===== config.mk =====
export PLATFORM = sky130hd
export DESIGN_NAME = imem_fetch_ctrl_flat
export DESIGN_NICKNAME = d
export VERILOG_FILES = /design/src/rtl/imem_fetch_pkg.sv /design/src/rtl/imem_fetch_if.sv /design/src/rtl/imem_pc_next.sv /design/src/rtl/imem_fetch_ctrl.sv /design/src/flat_wrapper.sv
export SDC_FILE = /design/constraint.sdc
export NUM_CORES = 1
export LEC_CHECK = 0
export CAP_MARGIN = 20
export CORE_MARGIN = 5
export CORE_UTILIZATION = 43
export DETAILED_ROUTE_END_ITERATION = 16
export PLACE_DENSITY = 0.87
export SLEW_MARGIN = 20
export SYNTH_ARGS = -nofsm -noshare
export SYNTH_HDL_FRONTEND = slang
export SYNTH_SLANG_ARGS = --single-unit

===== constraint.sdc =====
create_clock -name clk -period 2.51 [get_ports clk]
set_input_delay 0.502 -clock clk [delete_from_list [all_inputs] [get_ports clk]]
set_output_delay 0.502 -clock clk [all_outputs]
set_load 0.02 [all_outputs]

===== src/rtl/imem_fetch_pkg.sv =====
// Shared types and constants for the instruction-fetch controller.
// Optional perf counters are enabled with IMEM_FETCH_PERF_EN.
package imem_fetch_pkg;

    typedef enum logic [1:0] {
        S_IDLE = 2'd0,
        S_LOAD = 2'd1,
        S_RUN  = 2'd2,
        S_HALT = 2'd3
    } state_e;

    localparam logic [31:0] PC_INC       = 32'd4;
    localparam logic [31:0] RESET_PC_DEF = 32'h0000_0000;

    function automatic logic [31:0] sat_inc(input logic [31:0] v);
        return (&v) ? v : v + 32'd1;
    endfunction

endpackage


===== src/rtl/imem_fetch_if.sv =====
// Pipeline control, loader and memory-port bundle of the fetch controller.
// IMEM_FETCH_PERF_EN adds the perf counter outputs.
interface imem_fetch_if #(
    parameter int ADDR_W = 10
);
    logic              start;
    logic              halt_req;
    logic              stall;
    logic              br_taken;
    logic [31:0]       br_target;
    logic              ld_req;
    logic              ld_valid;
    logic [ADDR_W-1:0] ld_addr;
    logic [31:0]       ld_data;
    logic              ld_done;
    logic              ld_gnt;
    logic [ADDR_W-1:0] imem_addr;
    logic              imem_we;
    logic [31:0]       imem_wdata;
    logic [31:0]       pc;
    logic              if_valid;
    logic              misalign;
    logic [1:0]        state;
`ifdef IMEM_FETCH_PERF_EN
    logic [31:0]       perf_fetch;
    logic [31:0]       perf_stall;
    logic [31:0]       perf_flush;

    modport master (
        output start, halt_req, stall, br_taken, br_target,
        output ld_req, ld_valid, ld_addr, ld_data, ld_done,
        input  ld_gnt, imem_addr, imem_we, imem_wdata,
        input  pc, if_valid, misalign, state,
        input  perf_fetch, perf_stall, perf_flush
    );
    modport slave (
        input  start, halt_req, stall, br_taken, br_target,
        input  ld_req, ld_valid, ld_addr, ld_data, ld_done,
        output ld_gnt, imem_addr, imem_we, imem_wdata,
        output pc, if_valid, misalign, state,
        output perf_fetch, perf_stall, perf_flush
    );
`else
    modport master (
        output start, halt_req, stall, br_taken, br_target,
        output ld_req, ld_valid, ld_addr, ld_data, ld_done,
        input  ld_gnt, imem_addr, imem_we, imem_wdata,
        input  pc, if_valid, misalign, state
    );
    modport slave (
        input  start, halt_req, stall, br_taken, br_target,
        input  ld_req, ld_valid, ld_addr, ld_data, ld_done,
        output ld_gnt, imem_addr, imem_we, imem_wdata,
        output pc, if_valid, misalign, state
    );
`endif
endinterface


===== src/rtl/imem_pc_next.sv =====
// Next-PC priority mux for the RUN state: halt > branch > stall > increment.
module imem_pc_next
    import imem_fetch_pkg::*;
(
    input  logic [31:0] pc_i,
    input  logic        vld_i,
    input  logic        halt_i,
    input  logic        br_i,
    input  logic [31:0] tgt_i,
    input  logic        stall_i,
    output logic [31:0] pc_o,
    output logic        vld_o,
    output logic        misal_o
);

    // Overlapping requests are legal, so this is a priority chain.
    always_comb begin
        pc_o    = pc_i;
        vld_o   = vld_i;
        misal_o = 1'b0;
        if (halt_i) begin
            vld_o = 1'b0;
        end else if (br_i) begin
            pc_o    = {tgt_i[31:2], 2'b00};
            vld_o   = 1'b0;
            misal_o = |tgt_i[1:0];
        end else if (!stall_i) begin
            pc_o  = pc_i + PC_INC;
            vld_o = 1'b1;
        end
    end

endmodule


===== src/rtl/imem_fetch_ctrl.sv =====
// Fetch controller: PC sequencing plus loader/fetch arbitration of the imem.
// IMEM_FETCH_PERF_EN adds saturating fetch/stall/flush counters.
module imem_fetch_ctrl
    import imem_fetch_pkg::*;
#(
    parameter int          ADDR_W   = 10,
    parameter logic [31:0] RESET_PC = RESET_PC_DEF
) (
    input logic         clk,
    input logic         rst_n,
    imem_fetch_if.slave bus
);

    state_e            state_q, state_d;
    logic [31:0]       pc_q, pc_d;
    logic              vld_q, vld_d;
    logic              mis_q, mis_d;
    logic              we_q, we_d;
    logic [31:0]       wdata_q, wdata_d;
    logic [ADDR_W-1:0] addr_q, addr_d;
    logic              gnt_q, gnt_d;
    logic [31:0]       nx_pc;
    logic              nx_vld;
    logic              nx_mis;
    logic              go;

    imem_pc_next u_pc_next (
        .pc_i    (pc_q),
        .vld_i   (vld_q),
        .halt_i  (bus.halt_req),
        .br_i    (bus.br_taken),
        .tgt_i   (bus.br_target),
        .stall_i (bus.stall),
        .pc_o    (nx_pc),
        .vld_o   (nx_vld),
        .misal_o (nx_mis)
    );

    always_comb begin
        state_d = state_q;
        pc_d    = pc_q;
        vld_d   = vld_q;
        mis_d   = mis_q;
        we_d    = 1'b0;
        wdata_d = '0;
        go      = 1'b0;
        unique case (state_q)
            S_IDLE, S_HALT: begin
                vld_d = 1'b0;
                if (bus.ld_req) begin
                    state_d = S_LOAD;
                end else if (bus.start) begin
                    state_d = S_RUN;
                    pc_d    = RESET_PC;
                    vld_d   = 1'b1;
                    go      = 1'b1;
                end
            end
            S_LOAD: begin
                vld_d = 1'b0;
                if (bus.ld_valid) begin
                    we_d    = 1'b1;
                    wdata_d = bus.ld_data;
                end
                if (bus.ld_done) state_d = S_IDLE;
            end
            S_RUN: begin
                pc_d  = nx_pc;
                vld_d = nx_vld;
                mis_d = mis_q | nx_mis;
                if (bus.halt_req) state_d = S_HALT;
            end
            default: ;
        endcase
        // A final beat alongside ld_done still owns the address bus.
        if (we_d || state_d == S_LOAD)
            addr_d = bus.ld_addr;
        else
            addr_d = pc_d[ADDR_W+1:2];
        gnt_d = (state_d == S_LOAD);
    end

    always_ff @(posedge clk or negedge rst_n) begin
        if (!rst_n) begin
            state_q <= S_IDLE;
            pc_q    <= RESET_PC;
            vld_q   <= 1'b0;
            mis_q   <= 1'b0;
            we_q    <= 1'b0;
            wdata_q <= '0;
            addr_q  <= RESET_PC[ADDR_W+1:2];
            gnt_q   <= 1'b0;
        end else begin
            state_q <= state_d;
            pc_q    <= pc_d;
            vld_q   <= vld_d;
            mis_q   <= mis_d;
            we_q    <= we_d;
            wdata_q <= wdata_d;
            addr_q  <= addr_d;
            gnt_q   <= gnt_d;
        end
    end

    assign bus.state      = state_q;
    assign bus.pc         = pc_q;
    assign bus.if_valid   = vld_q;
    assign bus.misalign   = mis_q;
    assign bus.imem_we    = we_q;
    assign bus.imem_wdata = wdata_q;
    assign bus.imem_addr  = addr_q;
    assign bus.ld_gnt     = gnt_q;

`ifdef IMEM_FETCH_PERF_EN
    logic [31:0] pf_q, ps_q, pr_q;
    logic        in_run;

    assign in_run = (state_q == S_RUN);

    always_ff @(posedge clk or negedge rst_n) begin
        if (!rst_n) begin
            pf_q <= '0;
            ps_q <= '0;
            pr_q <= '0;
        end else if (go) begin
            pf_q <= '0;
            ps_q <= '0;
            pr_q <= '0;
        end else begin
            if (in_run && vld_q)
                pf_q <= sat_inc(pf_q);
            if (in_run && bus.stall && !bus.halt_req && !bus.br_taken)
                ps_q <= sat_inc(ps_q);
            if (in_run && bus.br_taken && !bus.halt_req)
                pr_q <= sat_inc(pr_q);
        end
    end

    assign bus.perf_fetch = pf_q;
    assign bus.perf_stall = ps_q;
    assign bus.perf_flush = pr_q;
`endif

endmodule


===== src/flat_wrapper.sv =====
// flat-port wrapper written by rule: the top's interface ports become plain ports
module imem_fetch_ctrl_flat import imem_fetch_pkg::*;
#(
    parameter int          ADDR_W   = 10,
    parameter logic [31:0] RESET_PC = RESET_PC_DEF
)
  (clk, rst_n, bus_start, bus_halt_req, bus_stall, bus_br_taken, bus_br_target, bus_ld_req, bus_ld_valid, bus_ld_addr, bus_ld_data, bus_ld_done, bus_ld_gnt, bus_imem_addr, bus_imem_we, bus_imem_wdata, bus_pc, bus_if_valid, bus_misalign, bus_state);
  imem_fetch_if #(.ADDR_W(ADDR_W)) bus_i ();
  input logic clk;
  input logic rst_n;
  input wire logic [$bits(bus_i.start)-1:0] bus_start;
  input wire logic [$bits(bus_i.halt_req)-1:0] bus_halt_req;
  input wire logic [$bits(bus_i.stall)-1:0] bus_stall;
  input wire logic [$bits(bus_i.br_taken)-1:0] bus_br_taken;
  input wire logic [$bits(bus_i.br_target)-1:0] bus_br_target;
  input wire logic [$bits(bus_i.ld_req)-1:0] bus_ld_req;
  input wire logic [$bits(bus_i.ld_valid)-1:0] bus_ld_valid;
  input wire logic [$bits(bus_i.ld_addr)-1:0] bus_ld_addr;
  input wire logic [$bits(bus_i.ld_data)-1:0] bus_ld_data;
  input wire logic [$bits(bus_i.ld_done)-1:0] bus_ld_done;
  output wire logic [$bits(bus_i.ld_gnt)-1:0] bus_ld_gnt;
  output wire logic [$bits(bus_i.imem_addr)-1:0] bus_imem_addr;
  output wire logic [$bits(bus_i.imem_we)-1:0] bus_imem_we;
  output wire logic [$bits(bus_i.imem_wdata)-1:0] bus_imem_wdata;
  output wire logic [$bits(bus_i.pc)-1:0] bus_pc;
  output wire logic [$bits(bus_i.if_valid)-1:0] bus_if_valid;
  output wire logic [$bits(bus_i.misalign)-1:0] bus_misalign;
  output wire logic [$bits(bus_i.state)-1:0] bus_state;
  assign bus_i.start = bus_start;
  assign bus_i.halt_req = bus_halt_req;
  assign bus_i.stall = bus_stall;
  assign bus_i.br_taken = bus_br_taken;
  assign bus_i.br_target = bus_br_target;
  assign bus_i.ld_req = bus_ld_req;
  assign bus_i.ld_valid = bus_ld_valid;
  assign bus_i.ld_addr = bus_ld_addr;
  assign bus_i.ld_data = bus_ld_data;
  assign bus_i.ld_done = bus_ld_done;
  assign bus_ld_gnt = bus_i.ld_gnt;
  assign bus_imem_addr = bus_i.imem_addr;
  assign bus_imem_we = bus_i.imem_we;
  assign bus_imem_wdata = bus_i.imem_wdata;
  assign bus_pc = bus_i.pc;
  assign bus_if_valid = bus_i.if_valid;
  assign bus_misalign = bus_i.misalign;
  assign bus_state = bus_i.state;
  imem_fetch_ctrl #(.ADDR_W(ADDR_W), .RESET_PC(RESET_PC)) u_core (.clk(clk), .rst_n(rst_n), .bus(bus_i));
endmodule

==> results.cfg, run 1 <==
[placement]
port_buffers = 160
place_area_um2 = 5600
dp_slack_ns = -0.00592
place_inst = 636
globalplace.congestion = 0.874
dpl.hpwl_um = 8820

[setup_path]
startpoint_type = flop
end_kind = flop
worstPathMaxFanout = 15
crit_arrival_ns = 2.50
crit_required_ns = 2.80
path_class = flop to flop

[clock_network]
cts-root-buf = clkbuf_8
clock_sinks = 78
ctsResizeCount = 0
hold_buffers = 0
htree_levels = 3
cts_tree = built
clkSlewWorstSetupHoldPaths_ns = 0.09
numCtsBuffers = 9
clock_path_buffers = 2
post_cts_buffers = 0
insertion_delay_ns = 0.35

[cells_and_area]
layout.nets = 625
stdcell_count = 652
finish.utilization = 0.674
area_delta_synth_final_pct = 54.2
drive_above_1_share = 0.0956
diodes = 0
fin_area_um2 = 5850

[synthesis]
synth_top_area_cell = dfrtp_1
synth_top_area_frac = 0.515
yosys-top-cells-area = dfrtp_1 51%, and3_1 6.4%, o21ai_0 3.7%, mux2_2 3.0%, nand2_1 2.9%
synth_edf_count = 0
synthDistinctLibCells = 52
ys_async_sr_fraction = 1.00
yosysMostFrequentCell = dfrtp_1
avgSynthCellArea_um2 = 10.1
ys_ff_latch = 78
syn_area_um2 = 3790
synthTopCellsByCount = 78 x dfrtp_1, 39 x and3_1, 29 x nand2_1, 28 x o21ai_0, 21 x clkbuf_1
netlist_instances = 374
yosysWarnings = 0
synthFlopType = dfrtp_1
ys_seq_area_frac = 0.515

[power]
power_frac_clock = 0.226
power_frac_comb = 0.443
seqPwrFrac = 0.331
power_density_nw_per_um2 = 874
power.internal_mw = 3.27
p_leak_nw = 2.57
p_sw_mw = 1.84
ir_worst_vdd_v = 0.000500
netSwitchingFraction = 0.360

[routing]
wl_per_cell_um = 17.8
via_count = 3708
first_pass_iters = 7
drc = 0
via_per_inst = 5.69
ant_nets = 0
wl_um = 11600
drt_iter0_drc = 184

[timing]
setup_viol = 0
layout_setup_ws_ns = 0.304
period_share = 0.879
worst_slew_pin_slew_ns = 0.755
tns_ns = 0
min_period_ns = 2.21
finalClockSkew_ns = 0.0123
drv_slew = 0
maxSlewHeadroom = 0.492
finalHoldViolations = 0
rsz0062_at_grt = false
max_freq_mhz = 453

[floorplan]
ios = 163
die_x_um = 104
die_h_um = 104
core_um2 = 8680
die-area_um2 = 10800
initial_core_util = 0.437
num_rows = 34

[global_routing]
grt_pass1_wl_um = 19000
grt_max_degree = 79
grt_antenna_before_repair = 0
grt_pass1_vias = 3810
grt_overflow = 0
track_usage = 0.212

[hold_path]
hold_class = primary input to asynchronous set/reset pin

[run]
maxCapViolations = 0

[run_status]
outcome = completed
## placed cells by master (no fill, tap or decap), drive strengths merged, types with 7 or more instances in the layout
cell type	Yosys	routed
nand3	12	12
o21ai	29	29
dfrtp	78	78
buf	6	21
nor2	14	14
clkbuf	21	10
nand2b	7	7
mux2	10	10
a22oi	8	8
a221o	7	7
a21oi	12	12
nand4	10	10
o211ai	7	7
nand2	29	29
nor3	11	11
clkdlybuf4s50	0	159
inv	10	12
and3	39	39
## state kept, by name, summed over array words and instances (netlist names)
signal / cells
u_core.bus.if_valid: 1
u_core.bus.imem_addr: 10
u_core.bus.imem_wdata: 32
u_core.bus.imem_we: 1
u_core.bus.ld_gnt: 1
u_core.bus.misalign: 1
u_core.bus.pc: 30
u_core.bus.state: 2
## routing by layer
layer  part of all wire  track usage  vias to the layer above  wire length (um)
li1                   -            -                     1708                 -
met1               0.37        0.248                     1778              4350
met2               0.48        0.342                      207              5600
met3               0.13        0.111                       15              1510
met4              0.014       0.0583                        0               160
met5                  0            0                        -                 0
## cells by family after synthesis
logic type / count (synthesis) / share of synthesized area
and+or+nand+nor: 147 / 0.218
AOI/OAI and AO/OA: 90 / 0.165
DFF: 78 / 0.515
buffers and inverters: 37 / 0.0416
muxes: 16 / 0.0455
adders and majority gates: 3 / 0.00990
xor gates and xnor gates: 2 / 0.00462
other: 1 / 0.000988
## cell type report
| type | instances | area [um^2] |
|---|---|---|
| clock inverters | 6 | 118 |
| fillers | 674 | 2830 |
| clock buffers | 10 | 128 |
| repair buffers | 180 | 1790 |
| inverters | 10 | 37.5 |
| multi-input cells | 260 | 1690 |
| flip-flops and latches | 78 | 1950 |
| well taps | 108 | 135 |
## worst max-delay path: stages, from the launching register on
cell,delay [ns]
dfrtp_1,0.40
inv_1,0.06
ha_1,0.18
or4b_1,0.56
buf_4,0.19
a211oi_4,0.24
buf_12,0.17
nand2b_1,0.07
mux2i_1,0.15
a221o_1,0.14
## worst paths after layout
check,startpoint,to,slack [ns],cells past startpoint
min reg2reg,u_core.bus.misalign,u_core.bus.misalign,0.50,1
max in group asynchronous,rst_n,u_core.bus.pc[10],1.83,1
max,u_core.bus.state[1],u_core.bus.pc[31],0.30,9
min,rst_n,u_core.bus.pc[2],0.16,1
min in group clk,u_core.bus.misalign,u_core.bus.misalign,0.50,1
max reg2reg,u_core.bus.state[1],u_core.bus.pc[31],0.30,9
## power groups by stage
stage                     combinational (mW)  sequential, mW  clock (mW)
after floorplan                        0.882            2.01           0
after global placement                  2.21            1.70           0
after detailed placement                2.27            1.72           0
after CTS                               2.28            1.69        1.17
after global routing                    2.43            1.73        1.23
final                                   2.26            1.69        1.15
## stage by stage
step | power, mW | hold WS (ns)
finish | 5.11 | 0.156
global route | 5.38 | 0.237
CTS | 5.15 | 0.331
detailed placement | 3.99 | 0.486
global placement | 3.92 | 0.466
floorplan | 2.89 | 0.206
Note: power is estimated with default switching activity, not from simulation.
==> run 2: changes to the inputs <==
CTS_CLUSTER_SIZE = 30   (was not set)
==> results of run 2 <==
Final layout, timing and power as in run 1 (identical DEF).
